[src/rtl/hazard_scoreboard.sv]
// hazard_scoreboard: operand forwarding select, load-use / long-op RAW / WAW stall,
// and per-register countdown scoreboard. Optional stall statistics under HAZARD_STATS_EN.
module hazard_scoreboard #(
    parameter int NUM_SRC = 2,
    parameter int REG_W   = 5,
    parameter int LAT_W   = 4
) (
    input  logic                       clk,
    input  logic                       reset,
    // id_valid qualifies every ID-stage input; stall is the same-cycle "not ready" reply to it.
    input  logic                       id_valid,
    input  logic [NUM_SRC*REG_W-1:0]   id_rs,
    input  logic [NUM_SRC-1:0]         id_rs_used,
    input  logic [REG_W-1:0]           id_ex_rd,
    input  logic                       id_ex_mem_read,
    input  logic [REG_W-1:0]           ex_mem_rd,
    input  logic                       ex_mem_reg_write,
    input  logic [REG_W-1:0]           mem_wb_rd,
    input  logic                       mem_wb_reg_write,
    input  logic                       long_issue,
    input  logic [REG_W-1:0]           long_rd,
    input  logic [LAT_W-1:0]           long_lat,
    output logic [2*NUM_SRC-1:0]       fwd_sel,
    output logic                       stall,
    output logic                       busy_any
`ifdef HAZARD_STATS_EN
    ,
    output logic [31:0]                stall_cycles,
    output logic [31:0]                load_use_cycles
`endif
);

    localparam int NUM_REGS = 1 << REG_W;

    logic [LAT_W-1:0]    cnt_q [NUM_REGS];
    logic [LAT_W-1:0]    cnt_d [NUM_REGS];
    logic [NUM_REGS-1:0] busy;
    logic [REG_W-1:0]    src_idx [NUM_SRC];
    logic                raw_hazard;
    logic                load_use;
    logic                waw_hazard;
    logic                issue_ok;
    logic [LAT_W-1:0]    lat_eff;

    for (genvar k = 0; k < NUM_SRC; k++) begin : g_src
        assign src_idx[k] = id_rs[k*REG_W +: REG_W];
    end

    for (genvar r = 0; r < NUM_REGS; r++) begin : g_busy
        assign busy[r] = (cnt_q[r] != '0);
    end

    assign busy_any = |busy;

    always_comb begin
        fwd_sel = '0;
        for (int k = 0; k < NUM_SRC; k++) begin
            if (id_rs_used[k] && (src_idx[k] != '0)) begin
                if (ex_mem_reg_write && (src_idx[k] == ex_mem_rd)) begin
                    fwd_sel[2*k +: 2] = 2'b10;
                end else if (mem_wb_reg_write && (src_idx[k] == mem_wb_rd)) begin
                    fwd_sel[2*k +: 2] = 2'b01;
                end
            end
        end
    end

    // Hazards look at pre-edge counters, so an issue never sees its own destination as busy.
    always_comb begin
        raw_hazard = 1'b0;
        load_use   = 1'b0;
        for (int k = 0; k < NUM_SRC; k++) begin
            if (id_rs_used[k] && (src_idx[k] != '0)) begin
                if (busy[src_idx[k]]) begin
                    raw_hazard = 1'b1;
                end
                if (id_ex_mem_read && (src_idx[k] == id_ex_rd)) begin
                    load_use = 1'b1;
                end
            end
        end
        waw_hazard = long_issue && busy[long_rd];
        stall      = id_valid && (raw_hazard || load_use || waw_hazard);
        issue_ok   = id_valid && long_issue && !stall && (long_rd != '0);
        lat_eff    = (long_lat == '0) ? LAT_W'(1) : long_lat;
    end

    // A fresh load wins over the decrement for the register being issued.
    always_comb begin
        for (int r = 0; r < NUM_REGS; r++) begin
            cnt_d[r] = (cnt_q[r] != '0) ? (cnt_q[r] - LAT_W'(1)) : '0;
            if (issue_ok && (long_rd == REG_W'(r))) begin
                cnt_d[r] = lat_eff;
            end
        end
        cnt_d[0] = '0;
    end

    always_ff @(posedge clk or posedge reset) begin
        if (reset) begin
            for (int r = 0; r < NUM_REGS; r++) begin
                cnt_q[r] <= '0;
            end
        end else begin
            for (int r = 0; r < NUM_REGS; r++) begin
                cnt_q[r] <= cnt_d[r];
            end
        end
    end

`ifdef HAZARD_STATS_EN
    logic [31:0] stall_cycles_q;
    logic [31:0] stall_cycles_d;
    logic [31:0] load_use_cycles_q;
    logic [31:0] load_use_cycles_d;

    always_comb begin
        stall_cycles_d    = stall_cycles_q + {31'b0, stall};
        load_use_cycles_d = load_use_cycles_q + {31'b0, (id_valid && load_use)};
    end

    always_ff @(posedge clk or posedge reset) begin
        if (reset) begin
            stall_cycles_q    <= '0;
            load_use_cycles_q <= '0;
        end else begin
            stall_cycles_q    <= stall_cycles_d;
            load_use_cycles_q <= load_use_cycles_d;
        end
    end

    assign stall_cycles    = stall_cycles_q;
    assign load_use_cycles = load_use_cycles_q;
`endif

endmodule

[config.mk]
export PLATFORM = sky130hd
export DESIGN_NAME = hazard_scoreboard
export DESIGN_NICKNAME = d
export VERILOG_FILES = /design/src/rtl/hazard_scoreboard.sv
export SDC_FILE = /design/constraint.sdc
export NUM_CORES = 1
export LEC_CHECK = 0
export ABC_AREA = 1
export BUFFER_PORTS_ARGS = -buffer_cell sky130_fd_sc_hd__buf_2
export CAP_MARGIN = 20
export CORE_MARGIN = 2
export CORE_UTILIZATION = 40
export DETAILED_ROUTE_END_ITERATION = 8
export GPL_TIMING_DRIVEN = 1
export HOLD_SLACK_MARGIN = 0.08
export PLACE_DENSITY = 0.65
export REMOVE_ABC_BUFFERS = 1
export SKIP_LAST_GASP = 1
export SLEW_MARGIN = 0
export SYNTH_ARGS = -nofsm -noshare
export SYNTH_HDL_FRONTEND = slang
export SYNTH_SLANG_ARGS = --single-unit
[constraint.sdc]
create_clock -name clk -period 3.41 [get_ports clk]
set_input_delay 0.1705 -clock clk [delete_from_list [all_inputs] [get_ports clk]]
set_output_delay 0.1705 -clock clk [all_outputs]
set_load 0.01 [all_outputs]
# == Word level (Yosys, flattened, before mapping) ==
# Index checks and enable logic that the tools add are counted.
# op_classes
order_cmp,3
reduce_logical,83
n_mux,83
add_sub_neg,31
eq_ne,37
# op_table
cell,n
$mux 4,63
$reduce_bool 4->1,31
$sub 4x1->4 const B,31
$eq 5x5->1 const B,16
$logic_and 1x1->1,44
$eq 5x4->1 const B,8
$reduce_or 31->1,1
$eq 5x5->1,6
$eq 5x3->1 const B,4
$lt 5x6->1 const B,3
$bmux 1 s5,3
$reduce_bool 5->1,3
$mux 1,13
$eq 5x2->1 const B,2
$mux 2,4
$eq 5x1->1 const B,1
$logic_not 4->1,1
$logic_or 1x1->1,2
$logic_not 1->1,1
# word_totals
wordCells,268
ff_bits,124
out_inout_bits,6
input_bits,43

# == Depth between registers and ports, before layout ==
# Gate-level depths: netlist of the first run.
# logic_depth
ltp_word,15
ltp_mapped,18
depth_no_buf,17

# == Least setup slack after synthesis of the first run ==
# OpenSTA, ideal clock, no wires.
# synth_path
path_kind,reg2reg
from,register cnt_q[13] (netlist name)
to,register cnt_q[48] (netlist name)
arrival_ps,1893
period_less_slack_ps,1958
n_path_buf,1
required_time_ps,3345
setup_time_ps,65
slack_ps,1452
stages_incl_launch_ff,13
cell_sequence,dfrtp_1 -> nor2_1 -> nand2_1 -> a21oi_1 -> nand3_1 -> nand3_1 -> nand3_1 -> a21oi_2 -> nand4_4 -> nor2_8 -> buf_6 -> nand3_1 -> nand2_1
# synth_lines
element,line,rtl
from (decl),35,logic [LAT_W-1:0] cnt_q [NUM_REGS];
"from (signal, indexed assignment)",106,cnt_q[r] <= cnt_d[r];

# == Worst setup path after layout of the first run ==
# layout_path
from,register cnt_q[114] (netlist name)
to,output port busy_any
# layout_between
elab_chain_len,2
# layout_rtl
element,line,rtl
$reduce_bool 4->1,50,assign busy[r] = (cnt_q[r] != '0);
$reduce_or 31->1,53,assign busy_any = |busy;
to (decl),25,output logic busy_any
# No other way between the ends.

==> metrics.csv, run 1 <==
stage,metric,value,unit
outcome,outcome,"complete, no violations",
place,dpl cells,1366,
synthesis,Area contributors post-synth,"dfrtp_1, nand2_1, nand3_1, nor2_1, inv_1",
sta,"Hold Vio Cnt, Final",0,
floorplanning,I/O pin cnt,49,
pwr,PD cells,819,nW/um^2
layout,# nets final,1195,
routing,vias,7528,
sta,fin. max-slew vios,0,
flow_run,Max-Cap Viols,0,
worst_setup_path,Critical Path Fanout Max,6,
floorplanning,die height,143,um
floorplanning,core outline area,18800,um^2
sta,Final TNS setup,0,ns
layout,max reg flops,124,
synthesis,asr flop ratio synth,100,%
synthesis,commonest cells in the netlist,"nand2_1, nand3_1, nor2_1, dfrtp_1, inv_1",
worst_setup_path,Critical Path Sink Type,primary output,
synthesis,Post-synth EDFFs,0,
layout,design area,8720,um^2
sta,final setup fails,0,
worst_setup_path,Crit path arrival time,2.62,ns
global_routing,first-pass GRT wire length,36500,um
sta,Slew HR,45.9,%
routing,Routed Antenna Nets,0,
clock_network,CTS tree,built,
sta,fmax,0.358,GHz
global_routing,largest net degree at the start of global routing,125,
clock_network,Skew-Pair Late Insertion Delay,0.43,ns
floorplanning,area of the die,20300,um^2
pwr,VDD IR max,0.327,mV
routing,First-pass DRT Iterations,7,
layout,area grow syn2layout,13.5,%
synthesis,Synth warnings,0,
sta,Final Critical Period,2.79,ns
sta,worst-margin pin slew,0.811,ns
place,GPL Wtd Cong,0.987,
clock_network,CTS buffer count,17,
routing,drt drc,0,
synthesis,"FF+latch count, synth",124,
place,placed inst area,8070,um^2
worst_setup_path,Critical Path Source Type,register,
floorplanning,starting density of the core,41.0,%
clock_network,Clock Sinks,124,
sta,RSZ-0062 raised after global routing,false,
routing,routed len/inst,16.2,um
routing,1st-iter DRT viols,622,
synthesis,register area share after synthesis,40.4,%
worst_hold_path,Hold WC Path Type,input pin to register,
sta,clk_skew,0.00706,ns
synthesis,syn_area_per_cell,6.92,um^2
synthesis,Synth area leader,dfrtp_1,
synthesis,Mapped Cells,1111,
clock_network,CTS resizes,0,
global_routing,gr usage total,23.1,%
worst_hold_path,Worst Hold Launch,long_rd[4],
synthesis,top cell type's share of synthesized area,40.4,%
worst_setup_path,Crit. Startpoint,cnt_q[114]$_DFF_PP0_,
clock_network,htree depth,4,
sta,Tcrit/Tclk final,82.0,%
synthesis,"Top FF cell, synth",dfrtp_1,
global_routing,vias in the first global route,6968,
synthesis,most frequent cell after synthesis,nand2_1,
layout,"Most flops, register",cnt_q,
layout,fillers,1924,
layout,largest registers,cnt_q: 124 flops,
layout,Ant. Diodes,0,
worst_setup_path,CP required,3.24,ns
pwr,Pleak,4.68,nW
floorplanning,chip width,143,um
worst_setup_path,CP Class,register to primary output,
floorplanning,row count,50,
layout,Layout Cells excl Fill,1399,
global_routing,gr ovfl total,0,
clock_network,maximum clock insertion buffer count,2,
place,IO Port Bufs,48,
sta,final hold slack,0.177,ns
place,post-DP HPWL,16000,um
routing,final wirelength,22700,um
layout,share of layout cells above drive strength 1,10.3,%
worst_setup_path,FF-to-FF Start,cnt_q[56]$_DFF_PP0_,
routing,Via density,5.38,
clock_network,Root Buffer,clkbuf_16,
clock_network,Clock Pin Slew Worst Setup and Hold Paths,0.06,ns
synthesis,mapped cell area,7690,um^2
synthesis,synth unique cells,36,
global_routing,antenna violations before repair,0,
==> what timing repair did <==
| item | in CTS | in global routing |
|---|---|---|
| setup endpoints to repair | 0 | 0 |
| setup buffers | 0 | 0 |
| hold buffers | 1 | 0 |
| hold endpoints to repair | 124 | 0 |
==> placed cells by master (no fill, tap or decap), drive strengths merged, types with 8 or more instances in the layout <==
master and instances:
nor4 8, a21oi 52, buf 57, clkbuf 22, o21ai 43, xor2 21, nor2 159, o22ai 8
dfrtp 124, or2 12, nand2 292, inv 112, nand3 209
==> area by class of cell <==
cell class	count	area [um^2]	area share (%)
Tap cell	234	293	3.36
Clock inverter	10	189	2.17
Timing Repair Buffer	58	343	3.93
Sequential cell	124	3100	35.6
Clock buffer	22	454	5.21
Inverter	115	435	4.99
Multi-Input combinational cell	836	3910	44.8
==> critical path: stages (launching register included) <==
cell and delay [ns]:
dfrtp_1 0.38, nor2_1 0.37, nand2_1 0.18, nor4_1 0.44, nand2_1 0.09, or4_1 0.57, buf_2 0.17
==> power breakdown <==
part / leakage [nW] / total (W) / internal (W) / switching (W)
sequential: 1.60 / 0.00238 / 0.00200 / 0.000380
clock: 0.308 / 0.00200 / 0.00132 / 0.000686
combinational: 2.77 / 0.00276 / 0.000899 / 0.00186
total: 4.68 / 0.00715 / 0.00422 / 0.00293
==> layer usage <==
metal	global-route usage, %	vias to the layer above	wire length, um
met5	0	-	0
met4	7.50	0	441
met3	4.29	33	1560
met2	36.3	281	10400
met1	32.3	3517	10200
li1	-	3697	-
==> cell families after synthesis <==
family          share of synthesized area (%)
xor+xnor                                 2.96
simple gates                             39.7
flops                                    40.4
buf+inv                                  8.81
compound gates                           8.15
==> per-stage QoR <==
step	util, %	total power, W	setup slack (ns)
after floorplan	-	0.00436	-0.0597
after global placement	43.0	0.00505	0.752
after detailed placement	43.0	0.00511	0.731
after CTS	46.5	0.00714	0.680
after global routing	46.5	0.00770	0.466
final	46.5	0.00715	0.615
==> worst paths after layout <==
path | slack [ns] | depth (start not counted) | end
setup / recovery | 0.62 | 6 | busy_any
max in group asynchronous | 2.40 | 4 | cnt_q[14]$_DFF_PP0_
hold reg to reg | 0.47 | 2 | cnt_q[115]$_DFF_PP0_
setup reg to reg | 0.76 | 12 | cnt_q[120]$_DFF_PP0_
hold / removal | 0.18 | 4 | cnt_q[94]$_DFF_PP0_
min in group asynchronous | 0.46 | 4 | cnt_q[33]$_DFF_PP0_
No activity file was read; power rests on OpenSTA's default activity.
==> inputs of run 2 (changes only) <==
==> constraint.sdc (replaced) <==
create_clock -name clk -period 2.4 [get_ports clk]
set_input_delay 0.12 -clock clk [delete_from_list [all_inputs] [get_ports clk]]
set_output_delay 0.12 -clock clk [all_outputs]
set_load 0.01 [all_outputs]
==> metrics.csv, run 2 (synthesis results as in run 1) <==
stage,metric,value,unit,change
sta,worst-margin pin slew,1.02,ns,was 0.811 ns
routing,Routed Antenna Nets,0,,unchanged
worst_hold_path,Hold WC Path Type,input pin to asynchronous set/reset pin,,was input pin to register
worst_setup_path,CP peak stage delay,0.57,ns,about the same
worst_setup_path,CP required,2.28,ns,was 3.24 ns
routing,routed len/inst,17.7,um,was 16.2 um
worst_setup_path,CP top delay family,simple AND/OR/NAND/NOR gates,,unchanged
worst_setup_path,Critical path buffers and inverters,2,,was 1
sta,final setup fails,4,,was 0
pwr,VDD IR max,0.724,mV,was 0.327 mV
layout,Layout Cells excl Fill,1613,,"was 1,399"
sta,Tcrit/Tclk final,106,%,
layout,largest registers,cnt_q: 124 flops,,unchanged
floorplanning,chip width,143,um,unchanged
worst_setup_path,Critical-path top delay cell,or4_4,,was or4_1
worst_setup_path,Critical Path Source Type,register,,unchanged
worst_setup_path,crit path cell chain,nor2_1 -> nand2_1 -> buf_4 -> nor4_1 -> nand2_1 -> or4_4 -> buf_6,,was nor2_1 -> nand2_1 -> nor4_1 -> nand2_1 -> or4_1 -> buf_2
sta,Final Critical Period,2.55,ns,
pwr,Pleak,5.74,nW,was 4.68 nW
layout,most frequent cells in the layout,"nand2_1, buf_4, nand3_1",,"was nand2_1, nand3_1, nor2_1"
worst_setup_path,Crit path arrival time,2.43,ns,was 2.62 ns
sta,clk_skew,0.0102,ns,was 0.00706 ns
layout,multi-input logic area,4430,um^2,was 3910 um^2
floorplanning,die height,143,um,unchanged
layout,"most common cell after layout, fill and taps aside",nand2_1,,unchanged
sta,RSZ-0062 raised after global routing,true,,was false
place,GPL Wtd Cong,0.935,,was 0.987
outcome,failing checks,negative setup slack,,
global_routing,gr usage total,28.2,%,was 23.1%
worst_setup_path,CP Class,register to primary output,,unchanged
layout,design area,10900,um^2,was 8720 um^2
global_routing,antenna violations before repair,1,,was 0
routing,1st-iter DRT viols,1021,,was 622
layout,# nets final,1408,,"was 1,195"
routing,Via density,5.43,,was 5.38
clock_network,CTS tree,built,,unchanged
place,placed inst area,9390,um^2,was 8070 um^2
layout,"Most flops, register",cnt_q,,unchanged
worst_setup_path,cell mode on critical path,nand2_1,,unchanged
pwr,Seq pwr share,26.7,%,was 33.3%
clock_network,Root Buffer,clkbuf_16,,unchanged
sta,fmax,0.392,GHz,
floorplanning,starting density of the core,41.0,%,unchanged
global_routing,vias in the first global route,8466,,"was 6,968"
pwr,PD cells,1150,nW/um^2,was 819 nW/um^2
layout,FF/Latch Area,3100,um^2,unchanged
place,dpl cells,1540,,"was 1,366"
pwr,Sw Ratio,39.8,%,was 40.9%
clock_network,maximum clock insertion buffer count,2,,unchanged
floorplanning,area of the die,20300,um^2,unchanged
clock_network,htree depth,4,,unchanged
routing,final wirelength,28600,um,"was 22,700 um"
clock_network,CTS buffer count,17,,unchanged
worst_setup_path,Critical Path Sink Type,primary output,,unchanged
place,post-DP HPWL,17900,um,"was 16,000 um"
pwr,Int Pwr,0.00753,W,was 0.00422 W
global_routing,gr ovfl total,0,,unchanged
routing,First-pass DRT Iterations,8,,was 7
sta,Final TNS setup,-0.232,ns,was 0 ns
outcome,outcome,finished with violations,,"was complete, no violations"
floorplanning,core outline area,18800,um^2,unchanged
sta,worst setup margin,-0.150,ns,was 0.615 ns
layout,max reg flops,124,,unchanged
global_routing,first-pass GRT wire length,43700,um,"was 36,500 um"
layout,area grow syn2layout,41.8,%,was 13.5%
sta,"Hold Vio Cnt, Final",0,,unchanged
routing,vias,8764,,"was 7,528"
sta,fin. max-slew vios,0,,unchanged
flow_run,Max-Cap Viols,0,,unchanged
pwr,clock share of power,20.7,%,was 28.0%
layout,fillers,1745,,"was 1,924"
clock_network,Clock Pin Slew Worst Setup and Hold Paths,0.06,ns,about the same
pwr,Sw Pwr,0.00498,W,was 0.00293 W
pwr,combinational share of power,52.7,%,was 38.6%
place,IO Port Bufs,48,,unchanged
worst_setup_path,Critical Path Fanout Max,4,,was 6
floorplanning,I/O pin cnt,49,,unchanged
layout,share of layout cells above drive strength 1,31.6,%,was 10.3%
clock_network,Skew-Pair Late Insertion Delay,0.43,ns,about the same
clock_network,Clock Sinks,124,,unchanged
global_routing,largest net degree at the start of global routing,56,,was 125
floorplanning,row count,50,,unchanged
sta,Slew HR,31.9,%,was 45.9%
routing,drt drc,0,,unchanged
[run 2: changes by cell type in the layout (fill, tap and decap cells not counted), sizes merged]
| cell | previous run | this run |
|---|---|---|
| clkinvlp | 1 | 3 |
| nor2 | 159 | 165 |
| bufinv | 5 | 2 |
| buf | 57 | 264 |
| inv | 112 | 113 |
| diode | 0 | 1 |
[run 2: timing repair]
action                                  in CTS  in global routing
buffers inserted                            30                  4
hold buffers                                 1                  0
endpoints found under the setup margin     126                126
hold endpoints to repair                    38                  0
resized for setup                           33                103
gates cloned                                 6                  0
pin swaps                                   22                 63
[run 2: per-layer routing]
layer / share of wire (%) / vias up / wire [um] / global-route usage, %
met5: 0 / - / 0 / 0
met3: 7.9 / 85 / 2250 / 5.90
met1: 42 / 4207 / 11900 / 36.7
met2: 47 / 353 / 13400 / 46.2
met4: 3.7 / 0 / 1060 / 11.0
li1: - / 4119 / - / -
[run 2: final cells by class]
type                            count  area share [%]
Antenna cell                        1          0.0230
Tap cell                          234            2.69
Sequential cell                   124            28.5
Clock inverter                     10            1.06
Inverter                          115            3.99
Multi-Input combinational cell    842            40.6
Timing Repair Buffer              265            18.9
Clock buffer                       22            4.26
[run 2: through the flow]
step / power [W] / hold slack [ns] / setup slack [ns] / util [%]
detailed placement: 0.00917 / 0.199 / -0.350 / 50.0
global route: 0.0134 / 0.343 / -0.216 / 58.1
global placement: 0.00903 / 0.197 / -0.317 / 50.0
CTS: 0.0122 / 0.290 / -0.122 / 55.7
finish: 0.0125 / 0.276 / -0.150 / 58.1
floorplan: 0.00620 / 0.258 / -1.02 / -
[run 2: worst paths after layout]
kind | startpoint | end | slack, ns | depth (start not counted)
setup / recovery | cnt_q[56]$_DFF_PP0_ | busy_any | -0.15 | 7
hold / removal | reset | cnt_q[118]$_DFF_PP0_ | 0.28 | 3
setup reg to reg | cnt_q[89]$_DFF_PP0_ | cnt_q[68]$_DFF_PP0_ | -0.02 | 17
hold reg to reg | cnt_q[73]$_DFF_PP0_ | cnt_q[73]$_DFF_PP0_ | 0.49 | 2
max in group asynchronous | reset | cnt_q[26]$_DFF_PP0_ | 1.28 | 4
min in group clk | long_lat[3] | cnt_q[67]$_DFF_PP0_ | 0.32 | 4
[run 2: worst register-to-register path: cells and delay by family (launching register included)]
family / cells / cell delay, ns
AO/OA/AOI/OAI: 2 / 0.30
buffers and inverters: 4 / 0.64
flip-flops: 1 / 0.39
AND/OR/NAND/NOR: 11 / 1.02
[run 2: power groups by stage]
stage | Clock [W] | Combinational (W) | Sequential [W]
3_5_place_dp | 0 | 0.00591 | 0.00326
6_report | 0.00259 | 0.00659 | 0.00333
3_3_place_gp | 0 | 0.00580 | 0.00323
5_1_grt | 0.00270 | 0.00725 | 0.00341
2_1_floorplan | 0 | 0.00290 | 0.00330
4_1_cts | 0.00260 | 0.00629 | 0.00327
